`config.mk`:
```
export PLATFORM = sky130hd
export DESIGN_NAME = ahb_slave_response_mux_flat
export DESIGN_NICKNAME = d
export VERILOG_FILES = /design/src/rtl/ahb_slave_response_mux_if.sv /design/src/rtl/ahb_slave_response_mux.sv /design/src/flat_wrapper.sv
export SDC_FILE = /design/constraint.sdc
export NUM_CORES = 1
export LEC_CHECK = 0
export CORE_AREA = 2 2 75 77
export CTS_BUF_LIST = sky130_fd_sc_hd__clkbuf_16
export DETAILED_ROUTE_END_ITERATION = 8
export DIE_AREA = 0 0 77 79
export DONT_BUFFER_PORTS = 1
export HOLD_SLACK_MARGIN = 0.05
export SETUP_SLACK_MARGIN = 0.15
export SYNTH_ARGS = -nofsm -noshare
export SYNTH_HDL_FRONTEND = slang
export SYNTH_SLANG_ARGS = --single-unit
```
`constraint.sdc`:
```
create_clock -name HCLK -period 4.8 [get_ports HCLK]
set_clock_uncertainty 0.15 [all_clocks]
set_input_delay 0.72 -clock HCLK [delete_from_list [all_inputs] [get_ports HCLK]]
set_output_delay 0.72 -clock HCLK [all_outputs]
set_load 0.1 [all_outputs]
```
`src/rtl/ahb_slave_response_mux_if.sv`:
```
// rtl/ahb_slave_response_mux_if.sv - AHB response-mux bus bundle with master/slave views
//
// Purpose : groups the decoder selects, master transfer type, per-slave
//           responses and the muxed master-facing responses of the
//           AHB slave response mux.
// Ports   : slave modport  - view used by ahb_slave_response_mux
//                            (selects/slave responses in, muxed responses out)
//           master modport - view used by whatever drives the mux
//                            (decoder/master/slaves side)
interface ahb_slave_response_mux_if #(
   parameter int AHB_NUM_SLAVES = 4,
   parameter int DATAWIDTH      = 32,
   parameter int CNTWIDTH       = 16
);
   logic [AHB_NUM_SLAVES-1:0]           HSEL;
   logic [1:0]                          HTRANS;
   logic [AHB_NUM_SLAVES*DATAWIDTH-1:0] HRDATA_S;
   logic [AHB_NUM_SLAVES-1:0]           HREADYOUT_S;
   logic [AHB_NUM_SLAVES-1:0]           HRESP_S;
   logic [DATAWIDTH-1:0]                HRDATA;
   logic                                HREADY;
   logic                                HRESP;
   logic                                SEL_MULTI;
   logic [CNTWIDTH-1:0]                 DEF_ERR_COUNT;

   modport slave (
      input  HSEL, HTRANS, HRDATA_S, HREADYOUT_S, HRESP_S,
      output HRDATA, HREADY, HRESP, SEL_MULTI, DEF_ERR_COUNT
   );

   modport master (
      output HSEL, HTRANS, HRDATA_S, HREADYOUT_S, HRESP_S,
      input  HRDATA, HREADY, HRESP, SEL_MULTI, DEF_ERR_COUNT
   );
endinterface

```
`src/rtl/ahb_slave_response_mux.sv`:
```
// rtl/ahb_slave_response_mux.sv - AHB data-phase response mux with integrated default slave
//
// Purpose : registers the data-phase owner on every address-phase capture
//           (HREADY=1) and routes the owner's HRDATA/HREADYOUT/HRESP to the
//           master. Unmapped active transfers are answered by a built-in
//           default slave with the two-cycle ERROR response, and counted.
// Ports   : HCLK   - bus clock, rising edge
//           HRESET - synchronous, active-high reset
//           bus    - slave view of ahb_slave_response_mux_if:
//                    HSEL/HTRANS/HRDATA_S/HREADYOUT_S/HRESP_S in,
//                    HRDATA/HREADY/HRESP/SEL_MULTI/DEF_ERR_COUNT out
module ahb_slave_response_mux #(
   parameter int AHB_NUM_SLAVES = 4,
   parameter int DATAWIDTH      = 32,
   parameter int CNTWIDTH       = 16
) (
   input  logic                          HCLK,
   input  logic                          HRESET,
   ahb_slave_response_mux_if.slave       bus
);
   localparam int OW = (AHB_NUM_SLAVES > 1) ? $clog2(AHB_NUM_SLAVES) : 1;

   typedef enum logic [1:0] {
      DS_IDLE = 2'd0,
      DS_ERR1 = 2'd1,
      DS_ERR2 = 2'd2
   } ds_state_t;

   ds_state_t             r_state;
   logic                  r_def_owner;   // default slave owns the data phase
   logic [OW-1:0]         r_owner;       // owning slave index when !r_def_owner
   logic                  r_sel_multi;
   logic [CNTWIDTH-1:0]   r_err_cnt;

   logic [OW-1:0]         w_low_idx;
   logic                  w_any_sel;
   logic                  w_multi_sel;
   logic                  w_unmapped_active;
   logic                  w_hready;
   logic                  w_hresp;
   logic [DATAWIDTH-1:0]  w_hrdata;
   logic                  w_unused_htrans0;

   assign w_unused_htrans0 = bus.HTRANS[0];

   // Lowest set select wins; a second set bit flags a decoder overlap.
   always_comb begin
      w_low_idx   = '0;
      w_any_sel   = 1'b0;
      w_multi_sel = 1'b0;
      for (int k = 0; k < AHB_NUM_SLAVES; k++) begin
         if (bus.HSEL[k]) begin
            if (w_any_sel) begin
               w_multi_sel = 1'b1;
            end else begin
               w_low_idx = OW'(k);
            end
            w_any_sel = 1'b1;
         end
      end
   end

   assign w_unmapped_active = !w_any_sel && bus.HTRANS[1];

   // Data-phase routing depends only on registered owner/state plus slave
   // responses, so HSEL/HTRANS never reach the master outputs combinationally.
   always_comb begin
      w_hready = 1'b1;
      w_hresp  = 1'b0;
      w_hrdata = '0;
      if (r_def_owner) begin
         w_hready = (r_state != DS_ERR1);
         w_hresp  = (r_state != DS_IDLE);
      end else begin
         for (int k = 0; k < AHB_NUM_SLAVES; k++) begin
            if (r_owner == OW'(k)) begin
               w_hready = bus.HREADYOUT_S[k];
               w_hresp  = bus.HRESP_S[k];
               w_hrdata = bus.HRDATA_S[k*DATAWIDTH +: DATAWIDTH];
            end
         end
      end
   end

   always_ff @(posedge HCLK) begin
      if (HRESET) begin
         r_state     <= DS_IDLE;
         r_def_owner <= 1'b1;
         r_owner     <= '0;
         r_sel_multi <= 1'b0;
         r_err_cnt   <= '0;
      end else begin
         r_sel_multi <= 1'b0;

         if (w_hready) begin
            r_def_owner <= !w_any_sel;
            if (w_any_sel) begin
               r_owner     <= w_low_idx;
               r_sel_multi <= w_multi_sel;
            end
         end

         case (r_state)
            DS_IDLE: begin
               if (w_hready && w_unmapped_active) begin
                  r_state <= DS_ERR1;
               end
            end
            DS_ERR1: begin
               // Count on entry to ERR2 so the count is visible while the
               // ERROR response completes; saturate instead of wrapping.
               r_state <= DS_ERR2;
               if (r_err_cnt != {CNTWIDTH{1'b1}}) begin
                  r_err_cnt <= r_err_cnt + CNTWIDTH'(1);
               end
            end
            DS_ERR2: begin
               // HREADY is high here, so this edge is also a capture edge.
               r_state <= w_unmapped_active ? DS_ERR1 : DS_IDLE;
            end
            default: begin
               r_state <= DS_IDLE;
            end
         endcase
      end
   end

   assign bus.HREADY        = w_hready;
   assign bus.HRESP         = w_hresp;
   assign bus.HRDATA        = w_hrdata;
   assign bus.SEL_MULTI     = r_sel_multi;
   assign bus.DEF_ERR_COUNT = r_err_cnt;

endmodule

```
`src/flat_wrapper.sv`:
```
// flat-port wrapper written by rule: the top's interface ports become plain ports
module ahb_slave_response_mux_flat 
#(
   parameter int AHB_NUM_SLAVES = 4,
   parameter int DATAWIDTH      = 32,
   parameter int CNTWIDTH       = 16
)
  (HCLK, HRESET, bus_HSEL, bus_HTRANS, bus_HRDATA_S, bus_HREADYOUT_S, bus_HRESP_S, bus_HRDATA, bus_HREADY, bus_HRESP, bus_SEL_MULTI, bus_DEF_ERR_COUNT);
  ahb_slave_response_mux_if #(.AHB_NUM_SLAVES(AHB_NUM_SLAVES), .DATAWIDTH(DATAWIDTH), .CNTWIDTH(CNTWIDTH)) bus_i ();
  input  logic HCLK;
  input  logic HRESET;
  input wire logic [$bits(bus_i.HSEL)-1:0] bus_HSEL;
  input wire logic [$bits(bus_i.HTRANS)-1:0] bus_HTRANS;
  input wire logic [$bits(bus_i.HRDATA_S)-1:0] bus_HRDATA_S;
  input wire logic [$bits(bus_i.HREADYOUT_S)-1:0] bus_HREADYOUT_S;
  input wire logic [$bits(bus_i.HRESP_S)-1:0] bus_HRESP_S;
  output wire logic [$bits(bus_i.HRDATA)-1:0] bus_HRDATA;
  output wire logic [$bits(bus_i.HREADY)-1:0] bus_HREADY;
  output wire logic [$bits(bus_i.HRESP)-1:0] bus_HRESP;
  output wire logic [$bits(bus_i.SEL_MULTI)-1:0] bus_SEL_MULTI;
  output wire logic [$bits(bus_i.DEF_ERR_COUNT)-1:0] bus_DEF_ERR_COUNT;
  assign bus_i.HSEL = bus_HSEL;
  assign bus_i.HTRANS = bus_HTRANS;
  assign bus_i.HRDATA_S = bus_HRDATA_S;
  assign bus_i.HREADYOUT_S = bus_HREADYOUT_S;
  assign bus_i.HRESP_S = bus_HRESP_S;
  assign bus_HRDATA = bus_i.HRDATA;
  assign bus_HREADY = bus_i.HREADY;
  assign bus_HRESP = bus_i.HRESP;
  assign bus_SEL_MULTI = bus_i.SEL_MULTI;
  assign bus_DEF_ERR_COUNT = bus_i.DEF_ERR_COUNT;
  ahb_slave_response_mux #(.AHB_NUM_SLAVES(AHB_NUM_SLAVES), .DATAWIDTH(DATAWIDTH), .CNTWIDTH(CNTWIDTH)) u_core (.HCLK(HCLK), .HRESET(HRESET), .bus(bus_i));
endmodule
```
==> results.tsv <==
stage	metric	value	unit
yosys	ranking of synthesized cells by area	mux4_2 36%, dfxtp_1 21%, nor2b_1 9.9%, a21oi_1 4.2%, o21ai_0 2.3%	
global_route	first-pass GRT wire length	9830	um
yosys	Post-synth top cells	34 x mux4_2, 34 x nor2b_1, 22 x dfxtp_1, 18 x a21oi_1, 11 x clkbuf_1	
yosys	Synth async-reset ratio	0	
floorplanning	Die Wd	77	um
power_and_ir_drop	internal power	0.440	mW
yosys	unique cell type count in the Yosys netlist	38	
run_status	status	finished, final reports clean	
place	dpl hpwl	5660	um
yosys	area leader, netlist	mux4_2	
worst_setup_path	Crit. End Element	output pin	
timing	RSZ-0062 raised after global routing	no	
route	Iter 0 DRT Violations	88	
power_and_ir_drop	P per Cell Area	303	nW/um2
power_and_ir_drop	switch share	0.424	
worst_setup_path	Crit-path slowest cell	dfxtp_2	
clocking	Clk pin slew, worst setup/hold paths	0.06	ns
worst_setup_path	Crit path arrival time	2.60	ns
power_and_ir_drop	Max IR drop VDD	0.174	mV
floorplanning	Die Ht	79	um
place	placed instance area	2400	um2
final_layout	Final Non-Filler Cells	297	
timing	Setup TNS	0	ns
final_layout	Multi-input gate area	1690	um2
clocking	clk_lat worst skew	0.26	ns
place	cell count after placement	289	
clocking	clock root cell	clkbuf_16	
yosys	post-synthesis instance area	2140	um2
power_and_ir_drop	Psw	0.324	mW
clocking	CTS buffer count	3	
yosys	Post-synth EDFFs	0	
timing	Slew @ Worst Pin	1.14	ns
route	first drt pass iteration count	4	
worst_setup_path	CP Launch Type	flip-flop	
floorplanning	Initial Utilization	0.401	
route	via count	1875	
final_layout	Layout Cell Area excl Fill	2520	um2
timing	endpoints failing hold	0	
timing	crit share post-route	0.723	
final_layout	share of cells above drive strength 1	0.452	
place	RePlAce Congestion	0.881	
power_and_ir_drop	total power	0.764	mW
power_and_ir_drop	total leakage power	0.791	nW
yosys	Synth Register Bits	22	
clocking	CTS tree	done	
power_and_ir_drop	Flop pwr share	0.276	
clocking	hold_buf cts	0	
floorplanning	die area	6080	um2
timing	highest clock rate	288	MHz
power_and_ir_drop	combinational share of power	0.420	
clocking	post-CTS setup buffer count	0	
timing	final setup margin	1.33	ns
route	routed wire length	6830	um
global_route	Total Routing Usage GR	0.211	
yosys	Synth top area share	0.358	
clocking	CTS max path bufs	2	
floorplanning	num rows	27	
place	pre-CTS setup slack	1.54	ns
min_path	worst min-delay path class	in2reg	
yosys	Syn Nets	357	
route	Avg WL per Cell	23.0	um
worst_setup_path	Crit path required time	3.93	ns
clocking	CTS sink count	22	
global_route	largest net degree at the start of global routing	38	
worst_setup_path	CP cell instances	mux4_2 > nor2b_2	
global_route	initial antenna violation count	5	
yosys	proportion of synthesized chip area in sequential cells	0.206	
global_route	GR Overflow Total	0	
worst_setup_path	Critical Setup Path Class	reg2out	
final_layout	Layout area overhead	17.8	%
worst_setup_path	CP peak stage delay	1.06	ns
timing	max-slew violation count	0	
worst_setup_path	Buf/Inv on CP	0	
power_and_ir_drop	clock share of power	0.305	
timing	Final min period	3.47	ns
clocking	PostCTS Resize Cnt	0	
worst_setup_path	Crit path max-delay family	flip-flops	
floorplanning	I/O pins	195	
timing	Max-slew headroom	0.239	
final_layout	fillers	509	
flow_run	# Max-Cap Violations	0	
yosys	Syn Inst Count	212	
route	DRC	0	
final_layout	FF+latch area	443	um2
worst_setup_path	Max FO, Critical Path	35	
yosys	Syn Area/Cell	10.1	um2
timing	final setup fails	0	
global_route	vias in the first global route	1782	
floorplanning	core area	5340	um2
final_layout	final net count	367	
route	vias per cell	6.31	
yosys	yosys warns	0	
yosys	Synth Flop Type	dfxtp_1	
place	Port Buffers	0	
clocking	# H-tree levels	1	
route	ANT nets after route	0	
-- power by group through the flow --
| stage | clock [mW] | sequential (mW) | combinational, mW |
|---|---|---|---|
| 3_5_place_dp | 0 | 0.216 | 0.321 |
| 3_3_place_gp | 0 | 0.215 | 0.320 |
| 6_report | 0.233 | 0.211 | 0.321 |
| 5_1_grt | 0.242 | 0.214 | 0.328 |
| 2_1_floorplan | 0 | 0.196 | 0.308 |
| 4_1_cts | 0.238 | 0.212 | 0.321 |
-- cell families after synthesis --
kind of cell | share of synthesized area
flip-flops | 0.206
multiplexers | 0.368
adder cells (fa/ha/maj) | 0.00585
buffers and inverters | 0.0410
AND/OR/NAND/NOR | 0.265
AO/OA/AOI/OAI | 0.114
-- flip-flops by register name, indices dropped and copies added, names as in the netlist --
name / cells
u_core.r_def_owner: 1
u_core.r_owner: 2
u_core.r_state: 2
u_core.bus.SEL_MULTI: 1
u_core.bus.DEF_ERR_COUNT: 16
-- stage by stage --
| step | util | hold WS (ns) |
|---|---|---|
| 6_report | 0.472 | 0.382 |
| 5_1_grt | 0.472 | 0.374 |
| 4_1_cts | 0.470 | 0.371 |
| 3_5_place_dp | 0.450 | 0.410 |
| 3_3_place_gp | 0.450 | 0.404 |
| 2_1_floorplan | - | 0.359 |
-- final timing paths --
check	to	depth (start not counted)	slack [ns]	startpoint
min	u_core.bus.DEF_ERR_COUNT[5]	1	0.38	HRESET
max reg2reg	u_core.bus.DEF_ERR_COUNT[4]	4	1.81	u_core.bus.DEF_ERR_COUNT[7]
min reg2reg	u_core.r_state[0]	1	0.43	u_core.r_state[1]
max	bus_HRDATA[11]	2	1.33	u_core.r_owner[0]
-- routing by layer --
metal,up-vias,part of all wire,global-route usage
li1,868,-,-
met1,898,0.36,0.244
met2,99,0.54,0.380
met3,8,0.066,0.0466
met4,2,0.025,0.0875
met5,-,0.0019,0
-- cell type report --
class | instances | area share
tap | 72 | 0.0358
multi-input combinational | 169 | 0.673
inverter | 5 | 0.00745
clock buffer | 3 | 0.0298
antenna | 4 | 0.00397
sequential | 22 | 0.176
timing repair buffer | 21 | 0.0626
clock inverter | 1 | 0.0119
-- worst reg2reg max path: cells and delay by family (launching register included) --
kind,cells,cell delay (ns)
flops,1,1.07
compound gates,2,0.39
simple gates,2,1.31
-- placed cells by master, fill, tap and decap left out, types with 4 or more instances in the layout --
cell     instances
a21oi_1         17
buf_4           21
dfxtp_1         20
diode_2          4
inv_1            5
mux4_2          34
nand2_1          8
nand3_1          4
nand4_1          6
nor2_1           8
nor2b_2         32
nor3_1           4
o21ai_0         10
o31ai_1          4
or3_1            7
or4_1            5
(Power assumes the default switching activity.)
